[src/rtl/bit_array_packer_pkg.sv]
// Shared shape constants and types for the bit-serial array packer.
// Build option: BIT_ARRAY_PACKER_PARITY_EN appends an even-parity bit per word.
package bit_array_packer_pkg;

    localparam int DEF_ROWS  = 5;
    localparam int DEF_COLS  = 4;
    localparam int DEF_DEPTH = 3;
    localparam int W         = DEF_ROWS * DEF_COLS * DEF_DEPTH;

    typedef logic [0:DEF_ROWS-1][DEF_COLS-1:0][1:DEF_DEPTH] word_t;
    typedef logic [$clog2(W+1)-1:0] cnt_t;

    // Serial bits per word, including the parity bit when enabled
    function automatic int serial_bits(input int data_bits);
`ifdef BIT_ARRAY_PACKER_PARITY_EN
        return data_bits + 1;
`else
        return data_bits;
`endif
    endfunction

endpackage

[src/rtl/bit_array_packer_ostage.sv]
// Output register plus one-deep pending slot and output sequence counter.
// Keeps word order while letting the input side run under backpressure.
module bit_array_packer_ostage #(
    parameter int W     = 60,
    parameter int SEQ_W = 4
) (
    input  logic             clk,
    input  logic             rst,
    input  logic             in_valid,
    input  logic [W-1:0]     in_data,
    input  logic             in_perr,
    input  logic             m_ready,
    output logic             m_valid,
    output logic [W-1:0]     m_data,
    output logic             m_perr,
    output logic [SEQ_W-1:0] m_seq,
    output logic             pend_valid
);

    logic             out_valid_q, out_valid_d;
    logic [W-1:0]     out_data_q, out_data_d;
    logic             out_perr_q, out_perr_d;
    logic             pend_valid_q, pend_valid_d;
    logic [W-1:0]     pend_data_q, pend_data_d;
    logic             pend_perr_q, pend_perr_d;
    logic [SEQ_W-1:0] seq_q, seq_d;
    logic             fire;

    assign fire = out_valid_q && m_ready;

    always_comb begin
        out_valid_d  = out_valid_q;
        out_data_d   = out_data_q;
        out_perr_d   = out_perr_q;
        pend_valid_d = pend_valid_q;
        pend_data_d  = pend_data_q;
        pend_perr_d  = pend_perr_q;
        seq_d        = seq_q + SEQ_W'(fire);
        if (pend_valid_q) begin
            if (fire) begin
                out_data_d = pend_data_q;
                out_perr_d = pend_perr_q;
                // a word finishing now refills the slot being vacated
                if (in_valid) begin
                    pend_data_d = in_data;
                    pend_perr_d = in_perr;
                end else begin
                    pend_valid_d = 1'b0;
                end
            end
        end else if (in_valid) begin
            if (!out_valid_q || m_ready) begin
                out_valid_d = 1'b1;
                out_data_d  = in_data;
                out_perr_d  = in_perr;
            end else begin
                pend_valid_d = 1'b1;
                pend_data_d  = in_data;
                pend_perr_d  = in_perr;
            end
        end else if (fire) begin
            out_valid_d = 1'b0;
        end
    end

    always_ff @(posedge clk or posedge rst) begin
        if (rst) begin
            out_valid_q  <= 1'b0;
            out_data_q   <= '0;
            out_perr_q   <= 1'b0;
            pend_valid_q <= 1'b0;
            pend_data_q  <= '0;
            pend_perr_q  <= 1'b0;
            seq_q        <= '0;
        end else begin
            out_valid_q  <= out_valid_d;
            out_data_q   <= out_data_d;
            out_perr_q   <= out_perr_d;
            pend_valid_q <= pend_valid_d;
            pend_data_q  <= pend_data_d;
            pend_perr_q  <= pend_perr_d;
            seq_q        <= seq_d;
        end
    end

    assign m_valid    = out_valid_q;
    assign m_data     = out_data_q;
    assign m_perr     = out_perr_q;
    assign m_seq      = seq_q;
    assign pend_valid = pend_valid_q;

endmodule

[src/rtl/bit_array_packer.sv]
// Serial-to-parallel packer: MSB-first shift into a [0:R-1][C-1:0][1:D] word.
// Build option: BIT_ARRAY_PACKER_PARITY_EN adds a trailing even-parity bit.
module bit_array_packer
    import bit_array_packer_pkg::*;
#(
    parameter int ROWS  = DEF_ROWS,
    parameter int COLS  = DEF_COLS,
    parameter int DEPTH = DEF_DEPTH,
    parameter int SEQ_W = 4
) (
    input  logic                                  clk,
    input  logic                                  rst,
    input  logic                                  s_bit,
    input  logic                                  s_valid,
    output logic                                  s_ready,
    input  logic                                  flush,
    output logic [0:ROWS-1][COLS-1:0][1:DEPTH]    m_data,
    output logic                                  m_valid,
    input  logic                                  m_ready,
    output logic [SEQ_W-1:0]                      m_seq,
    output logic                                  m_perr
);

    localparam int WL = ROWS * COLS * DEPTH;
    localparam int NB = serial_bits(WL);
    localparam int CW = $clog2(NB + 1);

    logic [WL-1:0] sr_q, sr_d;
    logic [CW-1:0] cnt_q, cnt_d;
    logic          accept;
    logic          last;
    logic [WL-1:0] done_word;
    logic          done_perr;
    logic [WL-1:0] out_flat;
    logic          pend_valid;

    assign s_ready = !pend_valid && !rst;
    assign accept  = s_valid && s_ready && !flush;
    assign last    = accept && (cnt_q == CW'(NB - 1));

`ifdef BIT_ARRAY_PACKER_PARITY_EN
    // final serial bit is parity only; data is already fully shifted in
    assign done_word = sr_q;
    assign done_perr = (^sr_q) ^ s_bit;
`else
    assign done_word = {sr_q[WL-2:0], s_bit};
    assign done_perr = 1'b0;
`endif

    always_comb begin
        sr_d  = sr_q;
        cnt_d = cnt_q;
        if (flush) begin
            sr_d  = '0;
            cnt_d = '0;
        end else if (last) begin
            sr_d  = '0;
            cnt_d = '0;
        end else if (accept) begin
            sr_d  = {sr_q[WL-2:0], s_bit};
            cnt_d = cnt_q + 1'b1;
        end
    end

    always_ff @(posedge clk or posedge rst) begin
        if (rst) begin
            sr_q  <= '0;
            cnt_q <= '0;
        end else begin
            sr_q  <= sr_d;
            cnt_q <= cnt_d;
        end
    end

    bit_array_packer_ostage #(
        .W     (WL),
        .SEQ_W (SEQ_W)
    ) u_ostage (
        .clk        (clk),
        .rst        (rst),
        .in_valid   (last),
        .in_data    (done_word),
        .in_perr    (done_perr),
        .m_ready    (m_ready),
        .m_valid    (m_valid),
        .m_data     (out_flat),
        .m_perr     (m_perr),
        .m_seq      (m_seq),
        .pend_valid (pend_valid)
    );

    assign m_data = out_flat;

endmodule

[config.mk]
export PLATFORM = sky130hd
export DESIGN_NAME = bit_array_packer
export DESIGN_NICKNAME = d
export VERILOG_FILES = /design/src/rtl/bit_array_packer_pkg.sv /design/src/rtl/bit_array_packer_ostage.sv /design/src/rtl/bit_array_packer.sv
export SDC_FILE = /design/constraint.sdc
export NUM_CORES = 1
export LEC_CHECK = 0
export ABC_AREA = 1
export BUFFER_PORTS_ARGS = -buffer_cell sky130_fd_sc_hd__buf_2
export CAP_MARGIN = 5
export CORE_MARGIN = 4
export CORE_UTILIZATION = 50
export DETAILED_ROUTE_END_ITERATION = 10
export GPL_TIMING_DRIVEN = 1
export PLACE_DENSITY_LB_ADDON = 0.08
export SLEW_MARGIN = 5
export SYNTH_ARGS = -nofsm -noshare
export SYNTH_HDL_FRONTEND = slang
export SYNTH_SLANG_ARGS = --single-unit
[constraint.sdc]
create_clock -name clk -period 11.85 [get_ports clk]
set_input_delay 1.185 -clock clk [delete_from_list [all_inputs] [get_ports clk]]
set_output_delay 1.185 -clock clk [all_outputs]
set_load 0.01 [all_outputs]
# [Word-level counts from Yosys, hierarchy flattened]
# Index checks and enable logic that the tools add are counted.
[totals] input_bits=6 romBits=0 ff_bits=193 ram_bits=0 latchBits=0 n_memories=0
[classes] magnitude_cmp=0 bitwise=1 shift=0 n_eq_ne=5 muxes=32 addsub=2 multipliers=0 n_reduce_logical=17 div_mod_pow=0
[op_table] cell="$mux W60" count=9
[op_table] cell="$mux W59" count=3
[op_table] cell="$mux W6" count=3
[op_table] cell="$mux W1" count=17
[op_table] cell="$add A6 B1 Y6 const B" count=1
[op_table] cell="$eq A6 B6 Y1 const B" count=1
[op_table] cell="$reduce_and A3 Y1" count=2
[op_table] cell="$reduce_bool A2 Y1" count=3
[op_table] cell="$logic_and A1 B1 Y1" count=5
[op_table] cell="$add A4 B1 Y4" count=1
[op_table] cell="$logic_not A1 Y1" count=4
[op_table] cell="$ne A2 B1 Y1 const B" count=2
[op_table] cell="$ne A2 B2 Y1 const B" count=2
[op_table] cell="$reduce_and A4 Y1" count=1
[op_table] cell="$reduce_bool A3 Y1" count=1
[op_table] cell="$logic_or A1 B1 Y1" count=1
[op_table] cell="$not A1 Y1" count=1

# [Depth between registers and ports, before layout]
[depth] word_depth=8 mapped_depth=10

# [By module]
# A second synthesis with hierarchy kept.
[unflattened] cells_unflattened=1045 area_unflattened_um2=8364.3
[modules_own_cells] module="bit_array_packer_ostage" cells_per_inst=748 n_inst=1 seq_area_each_um2=3203.1 area_per_inst_um2=5769.3
[modules_own_cells] module="bit_array_packer" cells_per_inst=297 n_inst=1 seq_area_each_um2=1626.6 area_per_inst_um2=2595.0

# [Worst setup path before layout]
# No wires, ideal clock.
[synth_timing] path_kind="input to output" startpoint="input port rst" endpoint="output port s_ready" arrival_ns=1.275 cell_stages=1 path_slack_ns=9.390 n_path_buf=0 required_ns=10.665 path_cell_list="nor2_8"
[synth_between] elab_chain_cells=2
[synth_lines] item="start: declaration" line="bit_array_packer.sv:12" source="input logic rst,"
[synth_lines] item="$logic_not A1 Y1 (no line)"
[synth_lines] item="$logic_and A1 B1 Y1" line="bit_array_packer.sv:37" source="assign s_ready = !pend_valid && !rst;"
[synth_lines] item="end: declaration" line="bit_array_packer.sv:15" source="output logic s_ready,"
# Every way passes these cells.

# [Worst setup path in the final report]
[layout_timing] startpoint="register u_ostage.pend_valid_q (netlist: u_ostage.pend_valid)" endpoint="output port s_ready"
[layout_between] elab_chain_cells=2
[layout_lines] item="start: declaration" line="bit_array_packer_ostage.sv:23" source="logic pend_valid_q, pend_valid_d;"
[layout_lines] item="start signal: assignment" line="bit_array_packer_ostage.sv:79" source="pend_valid_q <= pend_valid_d;"
[layout_lines] item="$logic_not A1 Y1" line="bit_array_packer.sv:37"
[layout_lines] item="$logic_and A1 B1 Y1" line="bit_array_packer.sv:37"
# Every way passes these cells.

==> run summary <==
========================================================================================
TritonCTS clock tree                                                                done
Largest cells by area after synthesis                                       sky130_fd_sc_hd__dfrtp_1 (60%), sky130_fd_sc_hd__nand2_1 (12%), sky130_fd_sc_hd__o22ai_1 (4.8%), sky130_fd_sc_hd__nand3_1 (4.1%), sky130_fd_sc_hd__o21ai_0 (4.0%)
Count of flip-flops with a built-in enable after synthesis                             0
Final standard cell count with taps included and fillers excluded                   1107
Post-Route Skew                                                                  7.78 ps
Clock transition at the registers of the reported paths                            70 ps
Bufs on Longest Clock Path                                                             2
Critical Path Sink                                                               s_ready
Cell type contributing the most total cell area after synthesis             sky130_fd_sc_hd__dfrtp_1
Initial DRT Pass Iterations                                                            5
Number of port buffers                                                                71
Count of cells along the worst register-to-register path                               8
WP data arrival                                                                  2150 ps
CTS Sinks                                                                            191
Synthesis-to-layout area growth                                                    11.8%
First DRT Iteration DRCs                                                             460
Min-Delay Path Class                                                        register to register
Maximum number of pins on one net before global-route repair                         122
Start point of the critical path                                            u_ostage.pend_valid$_DFF_PP0_
Most instantiated cells after synthesis                                     sky130_fd_sc_hd__nand2_1 (248), sky130_fd_sc_hd__dfrtp_1 (191), sky130_fd_sc_hd__inv_1 (68)
Antenna Diode Count                                                                    0
Vert. Die Dim                                                                     135 um
Critical path startpoint category                                               register
Std-Cell Rows                                                                         46
Number of buffers inserted during clock tree synthesis                                17
Power density relative to cell area                                           154 nW/um2
Worst vdd ir                                                                    0.113 mV
Hold Vio Cnt, Final                                                                    0
Aggregate global-route resource usage                                              18.8%
Max transition margin                                                              21.8%
Starting Density                                                                   50.7%
Fill count                                                                          1407
Slack of the worst reg-to-reg path                                               8570 ps
Run status                                                                     completed
Area share of the leading cell type in the synthesized netlist                     59.6%
Flip-flop and latch count after synthesis                                            191
Residual antenna-violating net count after detailed routing                            0
Area of the core                                                               15800 um2
Number of hold buffers added after CTS                                                 0
Boundary pin count                                                                    73
Post CTS Setup Buffer Count                                                            0
Total wire length after detailed routing                                        16000 um
Average via count per standard cell                                                 5.16
Post-Place Cell Area                                                            8310 um2
Share of post-route cells with drive strength above 1                              16.7%
Vias in the first global route                                                      5805
Crit Path Max Fanout                                                                  73
Number of nets in the layout                                                         887
Share of synthesized registers carrying an async set or reset                       100%
Yosys warning count                                                                    0
Number of setup violations in the final report                                         0
Cell count after synthesis                                                           841
Clock Tree Root                                                             sky130_fd_sc_hd__clkbuf_16
H-Tree Level Count                                                                     4
Unrepaired setup endpoints after global routing                                       no
Share of synthesized area occupied by flip-flops and latches                       59.6%
Most instantiated library cell after synthesis                              sky130_fd_sc_hd__nand2_1
Die area                                                                       18100 um2
Global-route wire length before repair                                          27800 um
Lkg Pwr                                                                       0.00438 uW
Post-synthesis average cell area                                                9.54 um2
Cell depth of the worst hold path                                                      2
Final Max Tran Viols                                                                   0
Inst Count DP                                                                       1075
Mean routed wirelength per cell                                                  14.4 um
Synthesized area                                                                8020 um2
Number of max-capacitance violations reported                                          0
Clock period minus final worst setup slack                                       3340 ps
Half-perimeter wire length after placement                                       9150 um
Primary FF master, synth                                                    sky130_fd_sc_hd__dfrtp_1
Fmax achieved                                                                  0.300 GHz
Insertion delay of the later-clocked pin in the worst-skew pair                   420 ps
Kind of critical path                                                       register to primary output
Utilization of the core after routing                                              56.7%
Final RePlAce weighted congestion                                                  0.747
DRC Markers                                                                            0
HP Start                                                                    u_ostage.m_data[59]$_DFFE_PP0P_
Critical Path RT                                                                10670 ps
Endpoint kind of the worst setup timing path                                primary output
Number of cells upsized or downsized after cts                                         0
Setup Total Neg Slack                                                               0 ps
Initial antenna violation count                                                        0
Portion of the clock cycle consumed by the worst path in the final layout          28.2%
Final instance area                                                             8970 um2
Post-Synthesis Net Count                                                             850
Slew at the pin closest to its max-slew limit                                    1170 ps
Vias post-DR                                                                        5717
Capturing point of the worst reg2reg path                                   u_ostage.pend_data_q[12]$_DFFE_PP0P_
Reg-to-Reg Start                                                            u_ostage.pend_valid$_DFF_PP0_
Horizontal die dimension                                                          135 um
Number of distinct library cells after synthesis                                      27
Leftover overflow at the end of global routing                                         0
========================================================================================
layout make-up:
cell class / count / area, um2 / area share [%]
multi-input cells: 523 / 2600 / 28.9
clock buffers: 24 / 512 / 5.71
inverters: 69 / 267 / 2.97
clock inverters: 8 / 149 / 1.66
well taps: 216 / 270 / 3.01
repair buffers: 76 / 393 / 4.38
flip-flops and latches: 191 / 4780 / 53.3
sequential cells by signal (all words and copies together) (netlist names):
name,count
u_ostage.pend_data_q,60
sr_q,59
cnt_q,6
u_ostage.m_valid,1
u_ostage.pend_valid,1
u_ostage.m_data,60
u_ostage.m_seq,4
report_power, final:
group	leakage, uW	total [uW]	switching [uW]	internal, uW
clock network	0.000319	626	239	388
logic	0.00140	81.6	66.8	14.9
registers	0.00266	671	11.0	660
kinds of logic (layout without fill, tap and decap cells):
family	after synthesis	in the layout	share of synthesized area [%]
simple gates	325	325	16.9
flops	191	191	59.6
compound gates	189	189	14.3
buf+inv	127	177	8.16
xor+xnor	5	5	0.546
fa+ha+maj	3	3	0.468
other cells	1	1	0.0468
per-layer routing:
layer	share of wire (%)	global-route usage, %	up-vias
met5	0	0	-
met4	1.6	6.67	0
met3	2.9	3.43	20
met2	48	30.7	87
met1	48	25.4	2777
li1	-	-	2833
worst min-delay path by stage:
stage	to
6_report	u_ostage.m_data[59]$_DFFE_PP0P_
5_1_grt	u_ostage.m_data[1]$_DFFE_PP0P_
4_1_cts	u_ostage.m_data[59]$_DFFE_PP0P_
3_5_place_dp	u_ostage.m_data[19]$_DFFE_PP0P_
3_3_place_gp	u_ostage.m_data[22]$_DFFE_PP0P_
2_1_floorplan	u_ostage.pend_data_q[0]$_DFFE_PP0P_
through the flow:
stage                     hold WS [ps]  total power [uW]  setup slack (ps)
after floorplan                    455               748              5470
after CTS                          470              1400              8510
final                              463              1380              8510
after detailed placement           454               767              8500
after global placement             450               765              8580
after global routing               488              1430              8260
worst max-delay path, stage by stage, from the launching register on:
cell and delay (ps):
sky130_fd_sc_hd__dfrtp_4 760, sky130_fd_sc_hd__buf_4 660, sky130_fd_sc_hd__nor2_8 90, sky130_fd_sc_hd__buf_2 170
cells in the final DEF (no fill, tap or decap), types with 3 or more instances in the layout:
| master | instances |
|---|---|
| sky130_fd_sc_hd__buf_2 | 71 |
| sky130_fd_sc_hd__buf_4 | 5 |
| sky130_fd_sc_hd__bufinv_16 | 4 |
| sky130_fd_sc_hd__clkbuf_16 | 17 |
| sky130_fd_sc_hd__clkbuf_8 | 6 |
| sky130_fd_sc_hd__dfrtp_1 | 190 |
| sky130_fd_sc_hd__ha_1 | 3 |
| sky130_fd_sc_hd__inv_1 | 67 |
| sky130_fd_sc_hd__nand2_1 | 247 |
| sky130_fd_sc_hd__nand2_2 | 3 |
| sky130_fd_sc_hd__nand3_1 | 66 |
| sky130_fd_sc_hd__nor2_1 | 3 |
| sky130_fd_sc_hd__o21ai_0 | 64 |
| sky130_fd_sc_hd__o21ai_1 | 31 |
| sky130_fd_sc_hd__o21ai_2 | 29 |
| sky130_fd_sc_hd__o22ai_1 | 61 |
| sky130_fd_sc_hd__xor2_1 | 3 |
(Power assumes the default switching activity.)
